### src/rtl/conv_stream_tx.sv
// AXI-stream transmitter feeding the convolution accelerator: streams W, B and X with TUSER framing.
// Optional CONV_STREAM_TX_TLAST_EN adds OUTPUT_TLAST on the final X word.
module conv_stream_tx #(
   parameter int unsigned INW  = 24,
   parameter int unsigned R    = 16,
   parameter int unsigned C    = 17,
   parameter int unsigned MAXK = 9,
   localparam int unsigned K_BITS      = $clog2(MAXK + 1),
   localparam int unsigned X_ADDR_BITS = $clog2(R * C),
   localparam int unsigned W_ADDR_BITS = $clog2(MAXK * MAXK)
) (
   input  logic                   clk,
   input  logic                   reset,
   input  logic                   start,
   output logic                   start_ready,
   input  logic [K_BITS-1:0]      cfg_K,
   input  logic [INW-1:0]         cfg_B,
   input  logic                   cfg_new_w,
   output logic [W_ADDR_BITS-1:0] W_read_addr,
   input  logic [INW-1:0]         W_data,
   output logic [X_ADDR_BITS-1:0] X_read_addr,
   input  logic [INW-1:0]         X_data,
   output logic [INW-1:0]         OUTPUT_TDATA,
   output logic                   OUTPUT_TVALID,
   output logic [K_BITS:0]        OUTPUT_TUSER,
   input  logic                   OUTPUT_TREADY,
   output logic                   done
`ifdef CONV_STREAM_TX_TLAST_EN
   ,
   output logic                   OUTPUT_TLAST
`endif
);

   localparam int unsigned NX = R * C;

   typedef enum logic [2:0] {StIdle, StSendW, StSendB, StSendX, StDrain, StDone} state_e;
   typedef enum logic [1:0] {SrcW, SrcB, SrcX} src_e;

   state_e state_q, state_d;

   logic [K_BITS-1:0]      k_q;
   logic [W_ADDR_BITS-1:0] kk_q;
   logic [INW-1:0]         b_q;
   logic [W_ADDR_BITS-1:0] w_cnt_q;
   logic [X_ADDR_BITS-1:0] x_cnt_q;

   logic                   in_flight_q;
   src_e                   if_src_q;
   logic [K_BITS:0]        if_user_q;
   logic                   if_last_q;

   logic [INW-1:0]         buf_data_q [2];
   logic [K_BITS:0]        buf_user_q [2];
   logic                   buf_last_q [2];
   logic [1:0]             occ_q;

   logic                   issue;
   src_e                   issue_src;
   logic [K_BITS:0]        issue_user;
   logic                   issue_last;
   logic                   pop;
   logic                   push;
   logic [INW-1:0]         push_data;
   logic [2:0]             pending;
   logic                   can_issue;
   logic                   new_w_ok;

   assign OUTPUT_TVALID = (occ_q != 2'd0);
   assign OUTPUT_TDATA  = buf_data_q[0];
   assign OUTPUT_TUSER  = buf_user_q[0];
   assign W_read_addr   = w_cnt_q;
   assign X_read_addr   = x_cnt_q;

`ifdef CONV_STREAM_TX_TLAST_EN
   assign OUTPUT_TLAST = buf_last_q[0];
`else
   logic unused_last;
   assign unused_last = buf_last_q[0] ^ buf_last_q[1];
`endif

   assign pop       = OUTPUT_TVALID & OUTPUT_TREADY;
   assign push      = in_flight_q;
   // Counting words already buffered or returning next cycle keeps the 2-entry buffer from overflowing.
   assign pending   = {1'b0, occ_q} + {2'b00, in_flight_q} - {2'b00, pop};
   assign can_issue = (pending < 3'd2);
   assign new_w_ok  = cfg_new_w && (cfg_K != '0) && (cfg_K <= K_BITS'(MAXK));

   always_comb begin
      push_data = X_data;
      unique case (if_src_q)
         SrcW:    push_data = W_data;
         SrcB:    push_data = b_q;
         default: push_data = X_data;
      endcase
   end

   always_comb begin
      state_d     = state_q;
      issue       = 1'b0;
      issue_src   = SrcX;
      issue_user  = '0;
      issue_last  = 1'b0;
      done        = 1'b0;
      start_ready = 1'b0;
      unique case (state_q)
         StIdle: begin
            start_ready = 1'b1;
            if (start) state_d = new_w_ok ? StSendW : StSendX;
         end
         StSendW: if (can_issue) begin
            issue      = 1'b1;
            issue_src  = SrcW;
            issue_user = (w_cnt_q == '0) ? {k_q, 1'b1} : '0;
            if (w_cnt_q == kk_q - 1'b1) state_d = StSendB;
         end
         StSendB: if (can_issue) begin
            issue     = 1'b1;
            issue_src = SrcB;
            state_d   = StSendX;
         end
         StSendX: if (can_issue) begin
            issue      = 1'b1;
            issue_src  = SrcX;
            issue_last = (x_cnt_q == X_ADDR_BITS'(NX - 1));
            if (issue_last) state_d = StDrain;
         end
         StDrain: if (occ_q == 2'd0 && !in_flight_q) state_d = StDone;
         StDone: begin
            done    = 1'b1;
            state_d = StIdle;
         end
         default: state_d = StIdle;
      endcase
   end

   always_ff @(posedge clk) begin
      if (reset) begin
         state_q     <= StIdle;
         k_q         <= '0;
         kk_q        <= '0;
         b_q         <= '0;
         w_cnt_q     <= '0;
         x_cnt_q     <= '0;
         in_flight_q <= 1'b0;
         if_src_q    <= SrcX;
         if_user_q   <= '0;
         if_last_q   <= 1'b0;
      end else begin
         state_q     <= state_d;
         in_flight_q <= issue;
         if_src_q    <= issue_src;
         if_user_q   <= issue_user;
         if_last_q   <= issue_last;
         if (state_q == StIdle && start) begin
            k_q  <= cfg_K;
            kk_q <= W_ADDR_BITS'(cfg_K) * W_ADDR_BITS'(cfg_K);
            b_q  <= cfg_B;
         end
         if (issue && issue_src == SrcW)
            w_cnt_q <= (w_cnt_q == kk_q - 1'b1) ? '0 : w_cnt_q + 1'b1;
         if (issue && issue_src == SrcX)
            x_cnt_q <= issue_last ? '0 : x_cnt_q + 1'b1;
      end
   end

   always_ff @(posedge clk) begin
      if (reset) begin
         occ_q <= 2'd0;
         for (int i = 0; i < 2; i++) begin
            buf_data_q[i] <= '0;
            buf_user_q[i] <= '0;
            buf_last_q[i] <= 1'b0;
         end
      end else begin
         if (pop) begin
            buf_data_q[0] <= buf_data_q[1];
            buf_user_q[0] <= buf_user_q[1];
            buf_last_q[0] <= buf_last_q[1];
         end
         // Incoming word lands in the first slot left free after this cycle's pop.
         if (push) begin
            if (occ_q == 2'd0 || (occ_q == 2'd1 && pop)) begin
               buf_data_q[0] <= push_data;
               buf_user_q[0] <= if_user_q;
               buf_last_q[0] <= if_last_q;
            end else begin
               buf_data_q[1] <= push_data;
               buf_user_q[1] <= if_user_q;
               buf_last_q[1] <= if_last_q;
            end
         end
         occ_q <= occ_q + {1'b0, push} - {1'b0, pop};
      end
   end

endmodule

### config.mk
export PLATFORM = sky130hd
export DESIGN_NAME = conv_stream_tx
export DESIGN_NICKNAME = d
export VERILOG_FILES = /design/src/rtl/conv_stream_tx.sv
export SDC_FILE = /design/constraint.sdc
export NUM_CORES = 1
export LEC_CHECK = 0
export CORE_ASPECT_RATIO = 2
export CORE_MARGIN = 2
export CORE_UTILIZATION = 39
export DETAILED_ROUTE_END_ITERATION = 8
export PLACE_DENSITY = 0.65
export SYNTH_ARGS = -nofsm -noshare
export SYNTH_HDL_FRONTEND = slang
export SYNTH_SLANG_ARGS = --single-unit
### constraint.sdc
create_clock -name clk -period 4.8 [get_ports clk]
set_input_delay 0.72 -clock clk [delete_from_list [all_inputs] [get_ports clk]]
set_output_delay 0.72 -clock clk [all_outputs]
set_load 0.02 [all_outputs]
==> results_dict.tcl, run 1 <==
set metrics [dict create \
    worst_setup_path_start_kind "primary input" \
    worstPathArrival_ns 3.77 \
    hpwlAfterDp_um 9932 \
    max_freq_mhz 285.0 \
    total_power_mw 3.945 \
    floorplan.die.width_um 90.98 \
    via_count 4510 \
    postCtsSetupBuffers 0 \
    timing.max_cap.violations 0 \
    setup.worst_path.end_class "flip-flop" \
    post-route-period-util_pct 73.11 \
    final_net_count 795 \
    ir_drop_v 0.0004114 \
    finalCriticalPeriod_ns 3.509 \
    synthTopCellsByArea "edfxtp_1, dfxtp_1, nor2_1" \
    rows 63 \
    timing_hold_violations_final 0 \
    netlist_area_before_placement_um2 5901 \
    tightest_slew_ns 1.225 \
    outcome "finished clean" \
    pwr-share-comb_pct 31.3 \
    antenna_found_initial 1 \
    fraction_of_registers_with_async_set_reset_pct 0 \
    layout.cells.most_common_list "clkdlybuf4s50_1, nor2_1, nand2_1, a21oi_1, dfxtp_1" \
    drc_errors 0 \
    die_height_um 178.0 \
    power.switching_mw 1.282 \
    grt_pass1_wl_um 22720 \
    gpl.final_weighted_congestion 0.8509 \
    ioPinCount 129 \
    synth_top_area_cell "edfxtp_1" \
    skew_ns 0.007789 \
    cts_hold_buffers 0 \
    clockPowerShare_pct 32.6 \
    synthesis.nets 706 \
    floorplan.die_area_um2 16190 \
    numPortBuffers 128 \
    cts_repair_resize_count 0 \
    worst-setup-path-type "in -> reg" \
    layout_commonest_cell "clkdlybuf4s50_1" \
    cellPowerDensity_nw_per_um2 510.5 \
    required_ns 5.06 \
    yosys_most_used_dff "dfxtp_1" \
    cts_made_buffers 17 \
    finalSetupTns_ns 0 \
    synth.ff_latch_count 120 \
    synth_enable_flop_cells 58 \
    ant_nets 0 \
    syn_avg_cell_area_um2 9.595 \
    synth_top_cell_area_share_pct 29.52 \
    final_core_util_pct 52.14 \
    grt_setup_unrepaired "false" \
    routed_wl_um 14030 \
    cts_root_buffer "clkbuf_16" \
    drt-wirelength-per-cell_um 15.37 \
    h-tree-depth 4 \
    clock_path_buffers 2 \
    path_clk_slew_ns 0.05 \
    globalRouteTotalUtil_pct 17.82 \
    dr.first_iter.drc_count 226 \
    drt_pre_antenna_iters 5 \
    starting_density_of_the_core_pct 39.82 \
    slew-limit-headroom_pct 18.24 \
    synth.lib_cells_used.distinct 52 \
    yosysSeqAreaShare_pct 50.55 \
    via_density 4.940 \
    final-setup-viol-count 0 \
    power.sequential.fraction_pct 36.2 \
    critical_path_peak_fanout 5 \
    leakage_nw 2.955 \
    cts_tree "yes" \
    grt.overflow.total 0 \
    p_int_mw 2.663 \
    worstSkewPairLatency_ns 0.40 \
    tritoncts_num_sinks 120 \
    syn_inst 615 \
    yosys_warnings 0 \
    hold_path.class "reg -> reg" \
    report.final.slew_viol_count 0 \
    flow.area_growth_from_synthesis_pct 30.96 \
    switching_share_pct 32.49 \
    layout-drive-gt1-share_pct 10.74 \
    fp.coreArea_um2 14820 \
    grt_start_max_net_pins 60 \
    vias_in_the_first_global_route 4611 \
]
## power groups by stage
stage / registers (mW) / logic (mW) / clock network, mW
floorplan: 1.40 / 0.948 / 0
global placement: 1.44 / 1.21 / 0
detailed placement: 1.45 / 1.24 / 0
CTS: 1.43 / 1.25 / 1.31
global route: 1.46 / 1.35 / 1.36
finish: 1.43 / 1.23 / 1.28
## cell families after synthesis
logic type                 synth area share [%]
buffers and inverters                     6.976
muxes                                     9.351
xor gates and xnor gates                  3.266
and+or+nand+nor                           19.21
adders and majority gates                 2.248
AOI/OAI and AO/OA                         8.397
DFF                                       50.55
## stage by stage
step | instances | worst slack, ns | area, um^2 | hold WS [ns]
floorplan | 615 | 1.607 | 5901 | 0.4296
global placement | 880 | 0.9939 | 7118 | 0.4396
detailed placement | 880 | 0.8766 | 7118 | 0.4443
CTS | 912 | 1.298 | 7725 | 0.4523
global route | 913 | 1.092 | 7727 | 0.4709
finish | 913 | 1.291 | 7727 | 0.4494
## cells in the mapped netlist (2+ instances only)
| cell type | count |
|---|---|
| nor2_1 | 105 |
| nand2_1 | 72 |
| a21oi_1 | 68 |
| dfxtp_1 | 62 |
| edfxtp_1 | 58 |
| buf_4 | 29 |
| mux2i_1 | 27 |
| mux2_2 | 25 |
| clkbuf_1 | 23 |
| xor2_1 | 15 |
| and2_1 | 14 |
| inv_1 | 12 |
| buf_2 | 10 |
| ha_1 | 9 |
| nor3_1 | 8 |
| nand4_1 | 7 |
| xnor2_1 | 7 |
| nand3_1 | 6 |
| nand2b_1 | 5 |
| o21ai_0 | 5 |
| nor2b_1 | 4 |
| a21o_1 | 3 |
| and3_1 | 3 |
| nand3b_1 | 3 |
| nor4b_1 | 3 |
| or2_2 | 3 |
| buf_1 | 2 |
| o211ai_1 | 2 |
| or3_1 | 2 |
## worst max-delay path, cell delays in order
cell	delay, ns
clkdlybuf4s50_1	0.47
and2_1	0.23
ha_1	0.27
inv_1	0.06
ha_1	0.13
inv_1	0.05
fa_1	0.53
nand2b_1	0.14
or2_2	0.35
or3b_2	0.50
nor2_2	0.25
nor3_1	0.09
## sequential cells by signal, summed over array words and instances (netlist names), 4 cells and up
signal	flops
W_read_addr	7
X_read_addr	9
b_q	24
buf_data_q	48
buf_user_q	10
if_user_q	5
k_q	4
kk_q	5
## routing by layer
| layer | up-vias | share of wire [%] | routed length, um | global-route usage (%) |
|---|---|---|---|---|
| li1 | 2249 | - | - | - |
| met1 | 2136 | 38 | 5370 | 18.45 |
| met2 | 106 | 56 | 7917 | 34.54 |
| met3 | 19 | 3.0 | 414 | 3.100 |
| met4 | 0 | 2.3 | 328 | 7.576 |
| met5 | - | 0 | 0 | 0 |
## worst paths after layout
check / start / to / slack (ns) / depth (start not counted)
max reg2reg: occ_q[1] / W_read_addr[4] / 1.35 / 12
min reg2reg: b_q[1] / b_q[1] / 0.45 / 2
max: OUTPUT_TREADY / W_read_addr[4] / 1.29 / 12
min: b_q[1] / b_q[1] / 0.45 / 2
## layout make-up
type	instances	area (um^2)
clock inverter	14	177.7
fill	1419	7092
multi-input combinational	418	2517
clock buffer	18	429.2
tap	195	244.0
antenna	1	2.502
sequential	120	2983
inverter	12	45.04
timing repair buffer	135	1329
(Power assumes the default switching activity.)
==> run 2: changes to the inputs <==
clock period = 3.4 ns   (was 4.8 ns; I/O delays follow)
==> run 2 against run 1 <==
Net effect:
- register-to-register slack got worse by 1.2 ns
- flip-flop and latch count unchanged
- critical path depth unchanged
- largest power group unchanged
==> results_dict.tcl, run 2 (synthesis results as in run 1) <==
set metrics [dict create \
    layout_top_registers "buf_data_q: 48 flops, b_q: 24 flops, buf_user_q: 10 flops" \
    setup.worst_path.end_class "flip-flop" \
    largest_register_ffs 48 \
    finalCriticalPeriod_ns 3.201 \
    outcome "finished clean" \
    final_setup_margin_ns 0.1986 \
    layout-drive-gt1-share_pct 12.23 \
    cts_repair_resize_count 0 \
    postCtsSetupBuffers 0 \
    layout.cells.most_common_list "clkdlybuf4s50_1, nor2_1, nand2_1, a21oi_1, dfxtp_1" \
    r2r_start "occ_q[0]" \
    min-delay-start "k_q[1]" \
    cts_made_buffers 17 \
    starting_density_of_the_core_pct 39.82 \
    critical_path_peak_fanout 5 \
    drt-wirelength-per-cell_um 15.16 \
    dr.first_iter.drc_count 155 \
    antenna_found_initial 2 \
    routed_wl_um 14020 \
    n_fill_cell 1405 \
    ant_nets 0 \
    skew_ns 0.009090 \
    via_count 4508 \
    ioPinCount 129 \
    hold_depth 2 \
    critPathLaunch "occ_q[0]" \
    required_ns 3.66 \
    worst_setup_path_start_kind "flip-flop" \
    max_freq_mhz 312.4 \
    post-route-period-util_pct 94.16 \
    globalRouteTotalUtil_pct 17.72 \
    grt_pass1_wl_um 22620 \
    worstSkewPairLatency_ns 0.41 \
    clockPowerShare_pct 31.6 \
    timing.rr.end "W_read_addr[4]" \
    vias_in_the_first_global_route 4700 \
    drt_pre_antenna_iters 4 \
    final_core_util_pct 52.62 \
    terminating_pin_of_the_worst_hold_path "k_q[1]" \
    grt_setup_unrepaired "false" \
    flow.area_growth_from_synthesis_pct 32.15 \
    switching_share_pct 32.93 \
    drc_errors 0 \
    grt_start_max_net_pins 59 \
    p_int_mw 3.775 \
    multi_input_area_um2 2517 \
    tritoncts_num_sinks 120 \
    final-setup-viol-count 0 \
    rows 63 \
    worst-setup-path-type "reg -> reg" \
    leakage_nw 3.009 \
    fp.coreArea_um2 14820 \
    timing_hold_violations_final 0 \
    report.final.slew_viol_count 0 \
    cts_tree "yes" \
    power.switching_mw 1.853 \
    die_height_um 178.0 \
    hold_path.class "reg -> reg" \
    power.sequential.fraction_pct 36.0 \
    cts_root_buffer "clkbuf_16" \
    path_clk_slew_ns 0.06 \
    timing.max_cap.violations 0 \
    clock_path_buffers 2 \
    ir_drop_v 0.0005135 \
    reg2reg_slack_ns 0.20 \
    numPlacedInstances 891 \
    h-tree-depth 4 \
    final-instance-count-excl-fill 925 \
    numPortBuffers 128 \
    area.sequential_um2 2983 \
    via_density 4.874 \
    slew-limit-headroom_pct 53.01 \
    final_net_count 806 \
    dpl_worst_slack_ns -0.1381 \
    floorplan.die.width_um 90.98 \
    cellPowerDensity_nw_per_um2 721.8 \
    tightest_slew_ns 0.7039 \
    hpwlAfterDp_um 10010 \
    grt.overflow.total 0 \
    worstPathArrival_ns 3.46 \
    reg2regPathDepth 12 \
    pwr-share-comb_pct 32.5 \
    floorplan.die_area_um2 16190 \
    layout_commonest_cell "clkdlybuf4s50_1" \
    gpl.final_weighted_congestion 0.8226 \
    cts_hold_buffers 0 \
    registers.top_by_ff_count "buf_data_q" \
]
==> run 2: how the worst max path moves through the flow <==
stage / to / slack [ns] / depth (start not counted)
2_1_floorplan: W_read_addr[2] / 0.21 / 12
3_3_place_gp: W_read_addr[4] / -0.04 / 12
3_5_place_dp: W_read_addr[4] / -0.14 / 12
4_1_cts: W_read_addr[4] / 0.17 / 12
5_1_grt: W_read_addr[4] / 0.01 / 12
6_report: W_read_addr[4] / 0.20 / 12
==> run 2: final cells by class <==
cell class,instances,area share (%)
sequential,120,38.25
multi-input combinational,418,32.28
timing repair buffer,146,18.10
clock buffer,17,5.456
tap,195,3.129
clock inverter,15,2.134
inverter,12,0.5777
antenna,2,0.06418
==> run 2: worst max-delay path, stage by stage (launching register included) <==
cell and delay, ns:
dfxtp_1 0.32, or2_2 0.30, and2_1 0.19, ha_1 0.27, inv_1 0.06, ha_1 0.13, inv_1 0.05, fa_1 0.49
nand2b_1 0.13, or2_2 0.31, or3b_2 0.49, nor2_2 0.25, nor3_1 0.08
==> run 2: routing by layer <==
layer	vias to the layer above	track usage (%)	part of all wire [%]
met1	2087	17.87	38
met4	0	8.649	2.8
met5	-	0	0
met3	29	3.949	3.4
met2	111	33.70	56
li1	2281	-	-
==> run 2: power by group through the flow <==
stage | registers (mW) | logic, mW | clock network [mW]
3_3_place_gp | 2.04 | 1.81 | 0
2_1_floorplan | 1.97 | 1.34 | 0
6_report | 2.02 | 1.83 | 1.78
3_5_place_dp | 2.05 | 1.84 | 0
4_1_cts | 2.02 | 1.85 | 1.82
5_1_grt | 2.06 | 2.01 | 1.88
==> run 2: per-stage QoR <==
stage | cell area [um^2] | TNS [ns] | power, mW | hold slack [ns]
CTS | 7792 | 0 | 5.689 | 0.4503
finish | 7797 | 0 | 5.629 | 0.4464
floorplan | 5901 | 0 | 3.311 | 0.4296
global route | 7797 | 0 | 5.954 | 0.4724
global placement | 7201 | -0.1707 | 3.850 | 0.4401
detailed placement | 7201 | -0.6595 | 3.890 | 0.4438
==> run 3: changes to the inputs <==
REMOVE_ABC_BUFFERS = 1   (was unset)
==> run 3 against run 2 <==
Net effect:
- clock-buffer cell count did not move
- clock power barely moved
- total power rose by 1.5%
- combinational power barely moved
- die area did not move
- clock skew rose by 0.0077 ns
- sequential power rose by 3%
==> results_dict.tcl, run 3 (synthesis results as in run 1) <==
set metrics [dict create \
    final-setup-viol-count 0 \
    via_density 4.990 \
    outcome "finished clean" \
    tightest_slew_ns 0.8247 \
    worst_setup_path_start_kind "flip-flop" \
    worstSkewPairLatency_ns 0.41 \
    hpwlAfterDp_um 10320 \
    cts_root_buffer "clkbuf_16" \
    path_clk_slew_ns 0.06 \
    vias_in_the_first_global_route 4732 \
    required_ns 3.66 \
    hold_path.class "reg -> reg" \
    ioPinCount 129 \
    numPlacedInstances 888 \
    cts_made_buffers 17 \
    crit_path_top_delay_cell "fa_1" \
    total_power_mw 5.711 \
    largest_register_ffs 48 \
    cellPowerDensity_nw_per_um2 732.5 \
    critical_path_peak_fanout 5 \
    layout_top_registers "buf_data_q: 48 flops, b_q: 24 flops, buf_user_q: 10 flops" \
    timing_hold_violations_final 0 \
    setup.worst_path.end_class "flip-flop" \
    numPortBuffers 128 \
    tritoncts_num_sinks 120 \
    drt_pre_antenna_iters 4 \
    globalRouteTotalUtil_pct 18.11 \
    grt_pass1_wl_um 22970 \
    cts_hold_buffers 0 \
    drc_errors 0 \
    ir_drop_v 0.0004352 \
    final-instance-count-excl-fill 920 \
    report.final.slew_viol_count 0 \
    floorplan.die.width_um 90.98 \
    final_setup_margin_ns 0.1867 \
    finalCriticalPeriod_ns 3.213 \
    antenna_found_initial 0 \
    registers.top_by_ff_count "buf_data_q" \
    worstPathArrival_ns 3.48 \
    cts_repair_resize_count 0 \
    clock_path_buffers 2 \
    dpl_worst_slack_ns -0.09674 \
    worst-setup-path-type "reg -> reg" \
    fp.coreArea_um2 14820 \
    layout_commonest_cell "clkdlybuf4s50_1" \
    cts_tree "yes" \
    flow.area_growth_from_synthesis_pct 32.12 \
    rows 63 \
    die_height_um 178.0 \
    dr.first_iter.drc_count 168 \
    floorplan.die_area_um2 16190 \
    post-route-period-util_pct 94.51 \
    h-tree-depth 4 \
    grt.overflow.total 0 \
    ant_nets 0 \
    finalSetupTns_ns 0 \
    routed_wl_um 14570 \
    starting_density_of_the_core_pct 39.82 \
    gpl.final_weighted_congestion 0.8434 \
    postCtsSetupBuffers 0 \
    crit_path_cell_trace "or2_2, and2_1, ha_1, inv_1, ha_1, inv_1, fa_1, nand2b_4, or2_2, or3b_2, buf_4, nand2_1, a21oi_1" \
    antenna-diode-count 0 \
    leakage_nw 3.000 \
    drt-wirelength-per-cell_um 15.84 \
    layout-drive-gt1-share_pct 12.14 \
    grt_setup_unrepaired "false" \
    max_freq_mhz 311.2 \
    layout.cells.most_common_list "clkdlybuf4s50_1, nor2_1, nand2_1, a21oi_1, dfxtp_1" \
    via_count 4591 \
    slew-limit-headroom_pct 45.02 \
    timing.max_cap.violations 0 \
    final_net_count 803 \
    critPathMaxStageDelay_ns 0.55 \
    grt_start_max_net_pins 59 \
    skew_ns 0.01674 \
]
run 3: cell count changes in the layout (fill, tap and decap cells not counted), sizes merged:
cell,delta
clkinv,+3
buf,-3
inv,-4
bufinv,+1
diode,-2
run 3: through the flow:
step | instance area (um^2) | util [%] | hold slack, ns
floorplan | 5534 | - | 0.4257
global placement | 7182 | 48.46 | 0.4403
detailed placement | 7182 | 48.46 | 0.4409
CTS | 7784 | 52.52 | 0.4541
global route | 7796 | 52.61 | 0.4749
finish | 7796 | 52.61 | 0.4499
run 3: worst paths after layout:
path | endpoint | depth (start not counted) | slack (ns) | from
worst max-delay path | W_read_addr[0] | 13 | 0.19 | occ_q[1]
worst min-delay path | k_q[2] | 2 | 0.45 | k_q[2]
worst max register to register | W_read_addr[0] | 13 | 0.19 | occ_q[1]
worst min register to register | k_q[2] | 2 | 0.45 | k_q[2]
run 3: worst max-delay path: cells and delay by family, from the launching register on:
kind,cells,cell delay (ns)
flip-flops,1,0.37
buffers and inverters,3,0.27
AND/OR/NAND/NOR,6,1.42
AO/OA/AOI/OAI,1,0.06
adder cells (fa/ha/maj),3,0.95
run 3: final cells by class:
class                      count  area (um^2)
clock buffer                  17        425.4
multi-input combinational    418         2532
tap                          195        244.0
inverter                      12        45.04
timing repair buffer         143         1389
fill                        1392         7023
clock inverter                15        176.4
sequential                   120         2984
run 3: report_power, final:
group          internal [mW]  switching, mW
clock network           1.15          0.659
registers               1.84          0.248
logic                  0.848          0.961
run 3: layer usage:
layer | GRT usage [%] | wire [um] | up-vias
met5 | 0 | 0 | -
met1 | 17.86 | 5330 | 2175
li1 | - | - | 2266
met2 | 34.97 | 8243 | 122
met4 | 9.343 | 488 | 0
met3 | 3.609 | 506 | 28
